## config.mk

```make
export PLATFORM = sky130hd
export DESIGN_NAME = pipeline_hazard_ctrl
export DESIGN_NICKNAME = d
export VERILOG_FILES = /design/src/rtl/pipeline_ctrl_pkg.sv /design/src/rtl/haz_load_use_det.sv /design/src/rtl/pipeline_hazard_ctrl.sv
export SDC_FILE = /design/constraint.sdc
export NUM_CORES = 1
export LEC_CHECK = 0
export BUFFER_PORTS_ARGS = -buffer_cell sky130_fd_sc_hd__buf_2
export CAP_MARGIN = 25
export CORE_AREA = 2 2 39 41
export DETAILED_ROUTE_END_ITERATION = 10
export DIE_AREA = 0 0 41 43
export RECOVER_POWER = 25
export SLEW_MARGIN = 20
export SYNTH_ARGS = -nofsm -noshare
export SYNTH_HDL_FRONTEND = slang
export SYNTH_SLANG_ARGS = --single-unit
```

## constraint.sdc

```tcl
create_clock -name clk -period 1.1 [get_ports clk]
set_input_delay 0.055 -clock clk [delete_from_list [all_inputs] [get_ports clk]]
set_output_delay 0.055 -clock clk [all_outputs]
set_load 0.02 [all_outputs]
```

## src/rtl/pipeline_ctrl_pkg.sv

```systemverilog
// Shared types and constants for the pipeline hazard controller and its helpers.
package pipeline_ctrl_pkg;

    typedef enum logic [1:0] {
        IRQ_IDLE = 2'd0,
        IRQ_WAIT = 2'd1,
        IRQ_TAKE = 2'd2,
        IRQ_SERV = 2'd3
    } irq_state_t;

    // Winning hazard row, listed from highest to lowest priority.
    typedef enum logic [2:0] {
        HAZ_NONE     = 3'd0,
        HAZ_MEM_BUSY = 3'd1,
        HAZ_BRANCH   = 3'd2,
        HAZ_IRQ      = 3'd3,
        HAZ_LOAD_USE = 3'd4,
        HAZ_JUMP     = 3'd5
    } haz_sel_t;

    localparam int REG_ZERO = 0;

endpackage

```

## src/rtl/haz_load_use_det.sv

```systemverilog
// Load-use detector: a load in EX whose destination is read by the instruction in ID.
module haz_load_use_det
    import pipeline_ctrl_pkg::*;
#(
    parameter int REG_AW = 5
) (
    input  logic              ex_mem_read,
    input  logic [REG_AW-1:0] ex_rt,
    input  logic [REG_AW-1:0] id_rs,
    input  logic [REG_AW-1:0] id_rt,
    input  logic              id_uses_rt,
    output logic              load_use
);

    // $zero is never a real dependency, so a load targeting it cannot stall.
    assign load_use = ex_mem_read
                    & (ex_rt != REG_AW'(REG_ZERO))
                    & ((ex_rt == id_rs) | (id_uses_rt & (ex_rt == id_rt)));

endmodule

```

## src/rtl/pipeline_hazard_ctrl.sv

```systemverilog
// Stall/flush controller for the 5-stage pipeline with interrupt-entry sequencing.
// Optional perf counters (stall_cnt, flush_cnt) are built when HAZ_PERF_CNT_EN is defined.
//
// state    | meaning
// IRQ_IDLE | no interrupt activity
// IRQ_WAIT | request seen, waiting for a hazard-free slot
// IRQ_TAKE | redirect PC to the ISR vector this cycle
// IRQ_SERV | ISR running, further requests masked until eret
module pipeline_hazard_ctrl
    import pipeline_ctrl_pkg::*;
#(
    parameter int REG_AW = 5,
    parameter int CNT_W  = 32
) (
    input  logic              clk,
    input  logic              reset,
    input  logic [REG_AW-1:0] ID_Rs,
    input  logic [REG_AW-1:0] ID_Rt,
    input  logic              ID_UsesRt,
    input  logic              ID_Jump,
    input  logic              EX_MemRead,
    input  logic [REG_AW-1:0] EX_Rt,
    input  logic              EX_BranchTaken,
    input  logic              mem_busy,
    input  logic              irq_in,
    input  logic              eret_in,
    output logic              PC_hold,
    output logic              IF_ID_hold,
    output logic              IF_ID_flush,
    output logic              ID_EX_hold,
    output logic              ID_EX_flush,
    output logic              EX_MEM_hold,
    output logic              irq_take,
    output logic              irq_in_service
`ifdef HAZ_PERF_CNT_EN
    ,
    output logic [CNT_W-1:0]  stall_cnt,
    output logic [CNT_W-1:0]  flush_cnt
`endif
);

    if (CNT_W < 1) begin : g_cnt_w_chk
        $error("CNT_W must be at least 1");
    end

    irq_state_t state_q, state_d;
    haz_sel_t   sel;
    logic       load_use;

    haz_load_use_det #(.REG_AW(REG_AW)) u_load_use_det (
        .ex_mem_read (EX_MemRead),
        .ex_rt       (EX_Rt),
        .id_rs       (ID_Rs),
        .id_rt       (ID_Rt),
        .id_uses_rt  (ID_UsesRt),
        .load_use    (load_use)
    );

    always_comb begin
        sel = HAZ_NONE;
        if (mem_busy)                 sel = HAZ_MEM_BUSY;
        else if (EX_BranchTaken)      sel = HAZ_BRANCH;
        else if (state_q == IRQ_TAKE) sel = HAZ_IRQ;
        else if (load_use)            sel = HAZ_LOAD_USE;
        else if (ID_Jump)             sel = HAZ_JUMP;
    end

    always_ff @(posedge clk or negedge reset) begin
        if (!reset) state_q <= IRQ_IDLE;
        else        state_q <= state_d;
    end

    always_comb begin
        state_d = state_q;
        if (!mem_busy) begin
            unique case (state_q)
                IRQ_IDLE: if (irq_in) state_d = IRQ_WAIT;
                IRQ_WAIT: begin
                    if (!irq_in)
                        state_d = IRQ_IDLE;
                    else if (!EX_BranchTaken && !load_use && !ID_Jump)
                        state_d = IRQ_TAKE;
                end
                // A taken branch outranks the pulse; stay so the entry is not lost.
                IRQ_TAKE: if (sel == HAZ_IRQ) state_d = IRQ_SERV;
                IRQ_SERV: if (eret_in) state_d = IRQ_IDLE;
                default:  state_d = IRQ_IDLE;
            endcase
        end
    end

    always_comb begin
        PC_hold        = 1'b0;
        IF_ID_hold     = 1'b0;
        IF_ID_flush    = 1'b0;
        ID_EX_hold     = 1'b0;
        ID_EX_flush    = 1'b0;
        EX_MEM_hold    = 1'b0;
        irq_take       = 1'b0;
        irq_in_service = 1'b0;
        if (reset) begin
            irq_in_service = (state_q == IRQ_SERV);
            unique case (sel)
                HAZ_MEM_BUSY: begin
                    PC_hold     = 1'b1;
                    IF_ID_hold  = 1'b1;
                    ID_EX_hold  = 1'b1;
                    EX_MEM_hold = 1'b1;
                end
                HAZ_BRANCH: begin
                    IF_ID_flush = 1'b1;
                    ID_EX_flush = 1'b1;
                end
                HAZ_IRQ: begin
                    IF_ID_flush = 1'b1;
                    ID_EX_flush = 1'b1;
                    irq_take    = 1'b1;
                end
                HAZ_LOAD_USE: begin
                    PC_hold     = 1'b1;
                    IF_ID_hold  = 1'b1;
                    ID_EX_flush = 1'b1;
                end
                HAZ_JUMP: IF_ID_flush = 1'b1;
                default: ;
            endcase
        end
    end

`ifdef HAZ_PERF_CNT_EN
    always_ff @(posedge clk or negedge reset) begin
        if (!reset) begin
            stall_cnt <= '0;
            flush_cnt <= '0;
        end else begin
            if (PC_hold && (stall_cnt != '1))
                stall_cnt <= stall_cnt + 1'b1;
            if ((IF_ID_flush || ID_EX_flush) && (flush_cnt != '1))
                flush_cnt <= flush_cnt + 1'b1;
        end
    end
`endif

endmodule

```

After elaboration in Yosys (flattened, before gate mapping)
Cells that the tools add are included.
{"block": "word_totals", "regBits": 2}
{"block": "classes", "eq_ne": 14, "n_mux": 22, "n_reduce_logical": 11, "n_bitwise": 5}
{"cell": "two-way mux 3 bit", "n": 5}
{"cell": "two-way mux 1 bit", "n": 11}
{"cell": "equality test 5 bit", "n": 2}
{"cell": "two-way mux 2 bit", "n": 5}
{"cell": "case mux 2 bit (4 select lines)", "n": 1}
{"cell": "equality test 3 x 2 -> 1 bit, second input constant", "n": 2}
{"cell": "equality test 3 bit, second input constant", "n": 2}
{"cell": "OR reduction 3 bit", "n": 2}
{"cell": "AND reduction 5 bit", "n": 1}
{"cell": "nonzero test 5 bit", "n": 1}
{"cell": "equality test 2 bit, second input constant", "n": 2}
{"cell": "!= test 2 bit, second input constant", "n": 2}
{"cell": "bitwise AND 1 bit", "n": 3}
{"cell": "equality test 3 x 1 -> 1 bit, second input constant", "n": 1}
{"cell": "zero test 1 bit", "n": 3}
{"cell": "!= test 3 bit, second input constant", "n": 1}
{"cell": "equality test 2 x 1 -> 1 bit, second input constant", "n": 1}
{"cell": "logical AND 1 bit", "n": 2}
{"cell": "zero test 2 bit", "n": 1}
{"cell": "!= test 2 x 1 -> 1 bit, second input constant", "n": 1}
{"cell": "OR reduction 2 bit", "n": 1}
{"cell": "inverter 1 bit", "n": 1}
{"cell": "bitwise OR 1 bit", "n": 1}

Longest topological paths before layout
Gate-level depths: netlist of run 1.
{"block": "depth", "ltp_word": 12, "ltp_mapped": 6, "mapped_depth_nobuf": 5}

Cells and area by module
Synthesis of run 1 repeated with hierarchy kept, for this count alone.
{"block": "unflattened", "hier_cells": 41, "area_unflattened_um2": 342.8}
{"module": "pipeline_hazard_ctrl", "area_per_inst_um2": 210.2, "cells_per_inst": 24, "instances": 1}
{"module": "haz_load_use_det", "area_per_inst_um2": 132.6, "cells_per_inst": 17, "instances": 1}

Worst setup path after synthesis of run 1
No wires, ideal clock.
{"block": "synth_path", "kind": "input to output", "from": "input EX_Rt[3]", "to": "output PC_hold", "required_time_ns": 1.045, "path_stages": 6, "slack_ns": -0.318, "arrival_time_ns": 1.363, "cell_sequence": "xor2_1 -> nor4_2 -> a32oi_1 -> or2_4 -> o21bai_2 -> buf_4"}
{"block": "synth_between", "elab_chain_cells": 12, "elab_cells_between_ends": 16}
{"element": "from (decl)", "line_no": "pipeline_hazard_ctrl.sv:22", "text": "input logic [REG_AW-1:0] EX_Rt,"}
{"element": "equality test 5 bit", "line_no": "haz_load_use_det.sv:18", "text": "& ((ex_rt == id_rs) | (id_uses_rt & (ex_rt == id_rt)));"}
{"element": "bitwise AND 1 bit", "line_no": "haz_load_use_det.sv:18"}
{"element": "bitwise OR 1 bit", "line_no": "haz_load_use_det.sv:18"}
{"element": "bitwise AND 1 bit (*)", "line_no": "haz_load_use_det.sv:18"}
{"element": "two-way mux 3 bit (*)", "line_no": "pipeline_hazard_ctrl.sv:64", "text": "else if (load_use) sel = HAZ_LOAD_USE;"}
{"element": "two-way mux 3 bit (*)", "line_no": "pipeline_hazard_ctrl.sv:63", "text": "else if (state_q == IRQ_TAKE) sel = HAZ_IRQ;"}
{"element": "two-way mux 3 bit (*)", "line_no": "pipeline_hazard_ctrl.sv:62", "text": "else if (EX_BranchTaken) sel = HAZ_BRANCH;"}
{"element": "two-way mux 3 bit (*)", "line_no": "pipeline_hazard_ctrl.sv:61", "text": "if (mem_busy) sel = HAZ_MEM_BUSY;"}
{"element": "equality test 3 x 1 -> 1 bit or equality test 3 bit (tied branches)"}
{"element": "OR reduction 2 bit (no line) (*)"}
{"element": "two-way mux 1 bit (*) (2 in series)"}
{"element": "to (decl)", "line_no": "pipeline_hazard_ctrl.sv:27", "text": "output logic PC_hold,"}
Mark *: on every way between the ends. The rest lies on a longest branch, timed or not.

Final worst setup path of run 1
{"block": "layout_path", "from": "input ID_Rt[3]", "to": "output PC_hold"}
{"block": "layout_between", "elab_chain_cells": 12, "elab_cells_between_ends": 13}
{"element": "from (decl)", "line_no": "pipeline_hazard_ctrl.sv:18", "text": "input logic [REG_AW-1:0] ID_Rt,"}
{"element": "equality test 5 bit (*)", "line_no": "haz_load_use_det.sv:18"}
{"element": "bitwise AND 1 bit (*)", "line_no": "haz_load_use_det.sv:18"}
{"element": "bitwise OR 1 bit (*)", "line_no": "haz_load_use_det.sv:18"}
{"element": "bitwise AND 1 bit (*)", "line_no": "haz_load_use_det.sv:18"}
{"element": "two-way mux 3 bit (*)", "line_no": "pipeline_hazard_ctrl.sv:64"}
{"element": "two-way mux 3 bit (*)", "line_no": "pipeline_hazard_ctrl.sv:63"}
{"element": "two-way mux 3 bit (*)", "line_no": "pipeline_hazard_ctrl.sv:62"}
{"element": "two-way mux 3 bit (*)", "line_no": "pipeline_hazard_ctrl.sv:61"}
{"element": "equality test 3 x 1 -> 1 bit or equality test 3 bit (tied branches)", "line_no": "pipeline_hazard_ctrl.sv:103", "text": "unique case (sel)"}
{"element": "OR reduction 2 bit (no line) (*)"}
{"element": "two-way mux 1 bit (*)", "line_no": "pipeline_hazard_ctrl.sv:103"}
{"element": "two-way mux 1 bit (*)", "line_no": "pipeline_hazard_ctrl.sv:101", "text": "if (reset) begin"}
Marked as above.

==> results.py, run 1 <==
metrics = {
    "finish": {
        "diodes": 0,
        "flow.area_growth_from_synthesis_pct": 123,
        "stdcell_count": 103,
        "layout-drive-gt1-share_pct": 72.4,
        "finish.utilization_pct": 56.1,
        "number_of_nets_at_the_end_of_the_flow": 113,
    },
    "power": {
        "clock_power_share_pct": 21.6,
        "seq_power_share_pct": 15.8,
        "power-per-cell-area_mw_per_mm2": 963,
        "power.static_leakage_nw": 0.350,
        "sw_frac_of_total_pct": 38.1,
        "intPower_uw": 463,
        "combPwrFrac_pct": 62.6,
        "vdd_drop_max_mv": 0.387,
        "power_switching_uw": 285,
    },
    "timing": {
        "slew_headroom_pct": 84.5,
        "finClkSkew_ps": 2.37,
        "final_critical_path_setup_slack_ps": -215,
        "achievable-frequency_mhz": 760,
        "tns_ps": -1060,
        "fin_crit_sh_pct": 120,
        "setup_viol": 7,
        "timing_worst_slew_pin_value_ps": 230,
        "post-route-min-period_ps": 1320,
        "grt_setup_unrepaired": "yes",
        "finalHoldViolations": 0,
        "finalMaxSlewViolations": 0,
    },
    "yosys": {
        "dominantRegCellSynth": "dfrtp_1",
        "syn-num-nets": 68,
        "synth_simple_gate_area_share_pct": 27.7,
        "largest_family_of_logic_cells_by_synthesized_area": "simple AND/OR/NAND/NOR gates",
        "ys_seq_elements": 2,
        "synth_top_cells_by_area": "xor2_1, dfrtp_1, a21oi_1",
        "synthesis.yosys.warnings": 0,
        "synth.lib_cells_used.distinct": 27,
        "synth_sequential_area_ratio_pct": 14.4,
        "synthAdderAreaFrac_pct": 0,
        "synth_enable_flop_cells": 0,
        "yosys-mux-area-fraction_pct": 0,
        "synth_xor_xnor_area_share_pct": 25.2,
        "synth.cell_area_um2": 348,
        "netlist_top_cells_count": "xor2_1, a21oi_1, o21ai_1",
        "syn_area_per_cell_um2": 7.91,
        "synthCells": 44,
        "synth.most_common_cell": "xor2_1",
        "synth.top_cell.area_share_pct": 22.7,
        "synth-async-reset-ratio_pct": 100,
        "synth_compound_gate_area_share_pct": 26.3,
        "post-synth-top-area-cell": "xor2_1",
    },
    "detailed_routing": {
        "drt_iter0_markers": 0,
        "postRouteWirelength_mm": 1.28,
        "drt-pass1-iter-count": 1,
        "drt_drc_violations_left": 0,
        "vias": 500,
        "post_drt_via_cell_ratio": 4.85,
        "avgRoutedWirePerCell_um": 12.4,
        "postRouteAntennaNets": 0,
    },
    "floorplanning": {
        "initial_standard_cell_utilization_of_the_core_pct": 25.1,
        "num_io_pins": 32,
        "dieHeight_um": 43,
        "dieArea_mm2": 0.00176,
        "total_core_area_mm2": 0.00138,
        "row_count": 14,
        "die_width_um": 41,
    },
    "cts": {
        "clock_latency_ps": 220,
        "cts_made_buffers": 3,
        "clock_root_buffer": "clkbuf_4",
        "numClockSinks": 2,
        "tritoncts": "built",
        "cts.clk_slew.worst_paths_ps": 30,
        "h_tree_level_count": 1,
        "cts_max_path_bufs": 2,
    },
    "worst_setup_path": {
        "ff2ff_setup_slack_ps": -40,
        "timing_worst_setup_path_type": "in -> out",
        "reg2reg_from": "state_q[0]",
        "critical_path_required_ps": 1040,
        "reg2reg_depth": 5,
        "worst_setup_path_end_kind": "primary output",
        "worstReg2RegEnd": "state_q[0]",
        "worstPathArrival_ps": 1260,
        "crit_path_start_kind": "primary input",
        "path_max_fanout": 3,
    },
    "global_route": {
        "grt_first_pass_wirelength_mm": 1.84,
        "grt_max_degree": 7,
        "grt_antenna_before_repair": 0,
        "globalRoute.totalOverflow": 0,
        "grt_pass1_vias": 474,
        "aggregate_global_route_resource_usage_pct": 15.0,
    },
    "placed_design": {
        "dp.cells": 95,
        "gp_routability_congestion": 0.702,
        "io_buffer_count": 31,
        "place_ws_ps": -316,
        "hpwlAfterDp_um": 865,
    },
    "hold_path": {
        "min_from": "irq_in",
        "hold_class": "in -> reg",
        "hold_depth": 3,
    },
    "status": {
        "status": "complete, but fails checks",
        "violations": "negative setup slack",
    },
    "run": {
        "drv.max_cap_violation_count": 0,
    },
}
-- routing by layer --
metal  track usage, %  up-vias  part of all wire (%)
li1                 -      246                     -
met1             16.6      227                    30
met2             25.9       27                    61
met3             4.71        0                   8.4
met4             4.00        0                     0
met5                0        -                     0
-- critical path, cell delays in order --
cell and delay, ps:
buf_6 90, xor2_1 160, nor4_2 250, a32oi_1 140
or2_4 280, o21bai_4 140, buf_6 140
-- metrics by stage --
step	cell area [µm²]	hold slack [ps]	total power [mW]
2_1_floorplan	372	-241	0.274
3_5_place_dp	581	-136	0.404
3_3_place_gp	581	-135	0.403
5_1_grt	777	185	0.804
4_1_cts	706	136	0.651
6_report	777	156	0.749
-- cells by family after synthesis --
group                     Yosys count
AOI/OAI and AO/OA                  13
xor gates and xnor gates           10
buffers and inverters               4
DFF                                 2
and+or+nand+nor                    15
-- power by group through the flow --
stage                     clock network [mW]  logic [mW]  registers, mW
after detailed placement                   0       0.293          0.111
after global placement                     0       0.293          0.110
after global routing                   0.183       0.500          0.121
after floorplan                            0       0.166          0.108
after CTS                              0.171       0.366          0.114
final                                  0.162       0.468          0.118
-- final cells by class --
| class | instances | area [µm²] |
|---|---|---|
| inverters | 1 | 3.75 |
| multi-input cells | 38 | 377 |
| clock buffers | 3 | 22.5 |
| repair buffers | 43 | 304 |
| fillers | 143 | 607 |
| well taps | 16 | 20.0 |
| flip-flops and latches | 2 | 50.0 |
-- how the worst max path moves through the flow --
stage,from,to
after CTS,ID_Rt[3],IF_ID_hold
after detailed placement,EX_Rt[0],IF_ID_hold
after global routing,ID_Rt[3],PC_hold
after global placement,EX_Rt[0],IF_ID_flush
after floorplan,EX_Rt[3],PC_hold
final,ID_Rt[3],PC_hold
-- placed cells by master, fill, tap and decap left out, types with 2 or more instances in the layout --
cell      netlist  layout
nand2b_1        2       2
buf_6           0       9
nand2_1         2       2
buf_2           0      22
dfrtp_1         2       2
xor2_1          9       9
clkbuf_4        0       3
buf_4           2      11
a21oi_2         1       4
-- what timing repair did --
action	4_1_cts	5_1_grt
resized for setup	18	14
buffers inserted	3	2
endpoints found under the hold margin	2	0
pin swaps	12	10
hold buffers	1	0
setup endpoints to repair	7	8
No activity file was read; power rests on OpenSTA's default activity.
==> inputs of run 2 (changes only) <==
Settings changed: REMOVE_ABC_BUFFERS set to 1.
==> run 2 against run 1 <==
  * The run still ends with negative setup slack left
  * Register-to-register slack better by 30 ps
  * Routed wire length decreased by 12%
  * First-iteration DRC count is 2 higher
  * Hold slack lost 36 ps
  * Core utilization down 1.8 points
  * Non-clock buffer count decreased by 2
  * Flip-flop and latch count stayed put
  * Via count is 0.60% lower
  * Sequential share of layout area up 0.21 points
  * Sequential power down 8%
  * Final cell count down 1.9%
  * Worst setup slack lost 14 ps
  * Largest cell class unchanged
  * Largest power group unchanged
  * Highest routed layer is now met4
==> results.py, run 2 (same netlist as run 1, synthesis figures left out) <==
metrics = {
    "cts": {
        "cts_made_buffers": 3,
        "cts.clk_slew.worst_paths_ps": 30,
        "tritoncts": "built",
        "clock_root_buffer": "clkbuf_4",
        "cts_max_path_bufs": 2,
        "clock_latency_ps": 240,
        "h_tree_level_count": 1,
        "numClockSinks": 2,
    },
    "timing": {
        "grt_setup_unrepaired": "yes",
        "finClkSkew_ps": 6.15,
        "final_hold_slack_ps": 120,
        "timing_worst_slew_pin_value_ps": 233,
        "post-route-min-period_ps": 1330,
        "final_critical_path_setup_slack_ps": -229,
        "setup_viol": 6,
        "slew_headroom_pct": 84.3,
        "achievable-frequency_mhz": 753,
        "finalMaxSlewViolations": 0,
        "finalHoldViolations": 0,
        "fin_crit_sh_pct": 121,
    },
    "status": {
        "violations": "negative setup slack",
        "status": "complete, but fails checks",
    },
    "worst_setup_path": {
        "max_stage_delay_cell_worst_path": "dfrtp_1",
        "worstPathArrival_ps": 1270,
        "max_stage_delay_ps": 370,
        "crit_start": "state_q[0]",
        "timing_worst_setup_path_type": "reg -> out",
        "path_max_fanout": 2,
        "most_used_cell_cp": "buf_4",
        "crit_path_start_kind": "register",
        "crit_path_cell_trace": "inv_1, a21oi_2, buf_4, a21oi_1, buf_4",
        "critical_path_required_ps": 1040,
        "worst_setup_path_end_kind": "primary output",
    },
    "power": {
        "p_total_uw": 676,
        "power.static_leakage_nw": 0.340,
        "power-per-cell-area_mw_per_mm2": 898,
        "vdd_drop_max_mv": 0.350,
    },
    "global_route": {
        "globalRoute.totalOverflow": 0,
        "grt_first_pass_wirelength_mm": 1.79,
        "grt_max_degree": 7,
        "grt_pass1_vias": 483,
        "grt_antenna_before_repair": 0,
        "aggregate_global_route_resource_usage_pct": 15.2,
    },
    "finish": {
        "layout-drive-gt1-share_pct": 68.2,
        "final_common_cell": "buf_2",
        "stdcell_count": 101,
        "area.sequential_um2": 50.0,
        "flow.area_growth_from_synthesis_pct": 116,
        "fill_cell_count": 132,
        "mostFrequentLayoutCells": "buf_2, buf_6, buf_4, xor2_1, clkbuf_4",
        "diodes": 0,
        "area_of_the_multi_input_gates_um2": 354,
        "number_of_nets_at_the_end_of_the_flow": 111,
        "cell_area_after_layout_um2": 752,
        "finish.utilization_pct": 54.3,
    },
    "detailed_routing": {
        "drt_iter0_markers": 2,
        "postRouteWirelength_mm": 1.12,
        "postRouteAntennaNets": 0,
        "vias": 497,
        "drt_drc_violations_left": 0,
        "post_drt_via_cell_ratio": 4.92,
        "drt-pass1-iter-count": 2,
        "avgRoutedWirePerCell_um": 11.1,
    },
    "floorplanning": {
        "dieHeight_um": 43,
        "initial_standard_cell_utilization_of_the_core_pct": 25.1,
        "row_count": 14,
        "die_width_um": 41,
        "dieArea_mm2": 0.00176,
        "num_io_pins": 32,
        "total_core_area_mm2": 0.00138,
    },
    "placed_design": {
        "dp.cells": 95,
        "gp_routability_congestion": 0.656,
        "io_buffer_count": 31,
        "placedInstanceArea_um2": 557,
    },
    "hold_path": {
        "min_from": "irq_in",
        "hold_class": "in -> reg",
    },
    "run": {
        "drv.max_cap_violation_count": 0,
    },
}
[run 2: changes by cell type in the layout (fill, tap and decap cells not counted), sizes merged]
cell  delta
buf      -2
[run 2: per-stage QoR]
| step | worst slack [ps] | setup TNS, ps |
|---|---|---|
| CTS | -217 | -1050 |
| finish | -229 | -1010 |
| global placement | -300 | -1500 |
| floorplan | -245 | -967 |
| global route | -280 | -1360 |
| detailed placement | -317 | -1640 |
[run 2: cell type report]
| type | count | share of cell area, % |
|---|---|---|
| flip-flops and latches | 2 | 6.66 |
| well taps | 16 | 2.66 |
| clock buffers | 3 | 3.00 |
| repair buffers | 41 | 40.1 |
| multi-input cells | 38 | 47.1 |
| inverters | 1 | 0.499 |
[run 2: repair_timing]
item | 4_1_cts | 5_1_grt
hold endpoints to repair | 2 | 0
hold buffers | 1 | 0
resized for setup | 24 | 10
pin swaps | 10 | 2
setup buffers | 2 | 0
setup endpoints to repair | 7 | 8
[run 2: report_power, final]
part           switching (mW)  internal (mW)
sequential             0.0150         0.0935
combinational           0.184          0.207
clock                  0.0546          0.121
total                   0.253          0.422
[run 2: worst paths after layout]
| check | endpoint | slack [ps] | cells past startpoint |
|---|---|---|---|
| worst min-delay path | register | 120 | 3 |
| worst max register to register | state_q[0] | -10 | 6 |
| worst min register to register | register | 710 | 4 |
| min in group asynchronous | asynchronous set/reset pin | 210 | 2 |
| worst max-delay path | IF_ID_flush | -230 | 5 |
| max in group asynchronous | state_q[0] | 770 | 2 |
[run 2: per-layer routing]
| layer | vias up | wire length (µm) | GRT usage, % |
|---|---|---|---|
| li1 | 242 | - | - |
| met1 | 228 | 356 | 14.4 |
| met2 | 25 | 662 | 26.6 |
| met3 | 2 | 81 | 3.66 |
| met4 | 0 | 19 | 10.0 |
| met5 | - | 0 | 0 |
[run 2: worst max-delay path: cells and delay by family, from the launching register on]
kind	cells	cell delay, ps
flops	1	370
buf+inv	3	430
compound gates	2	230
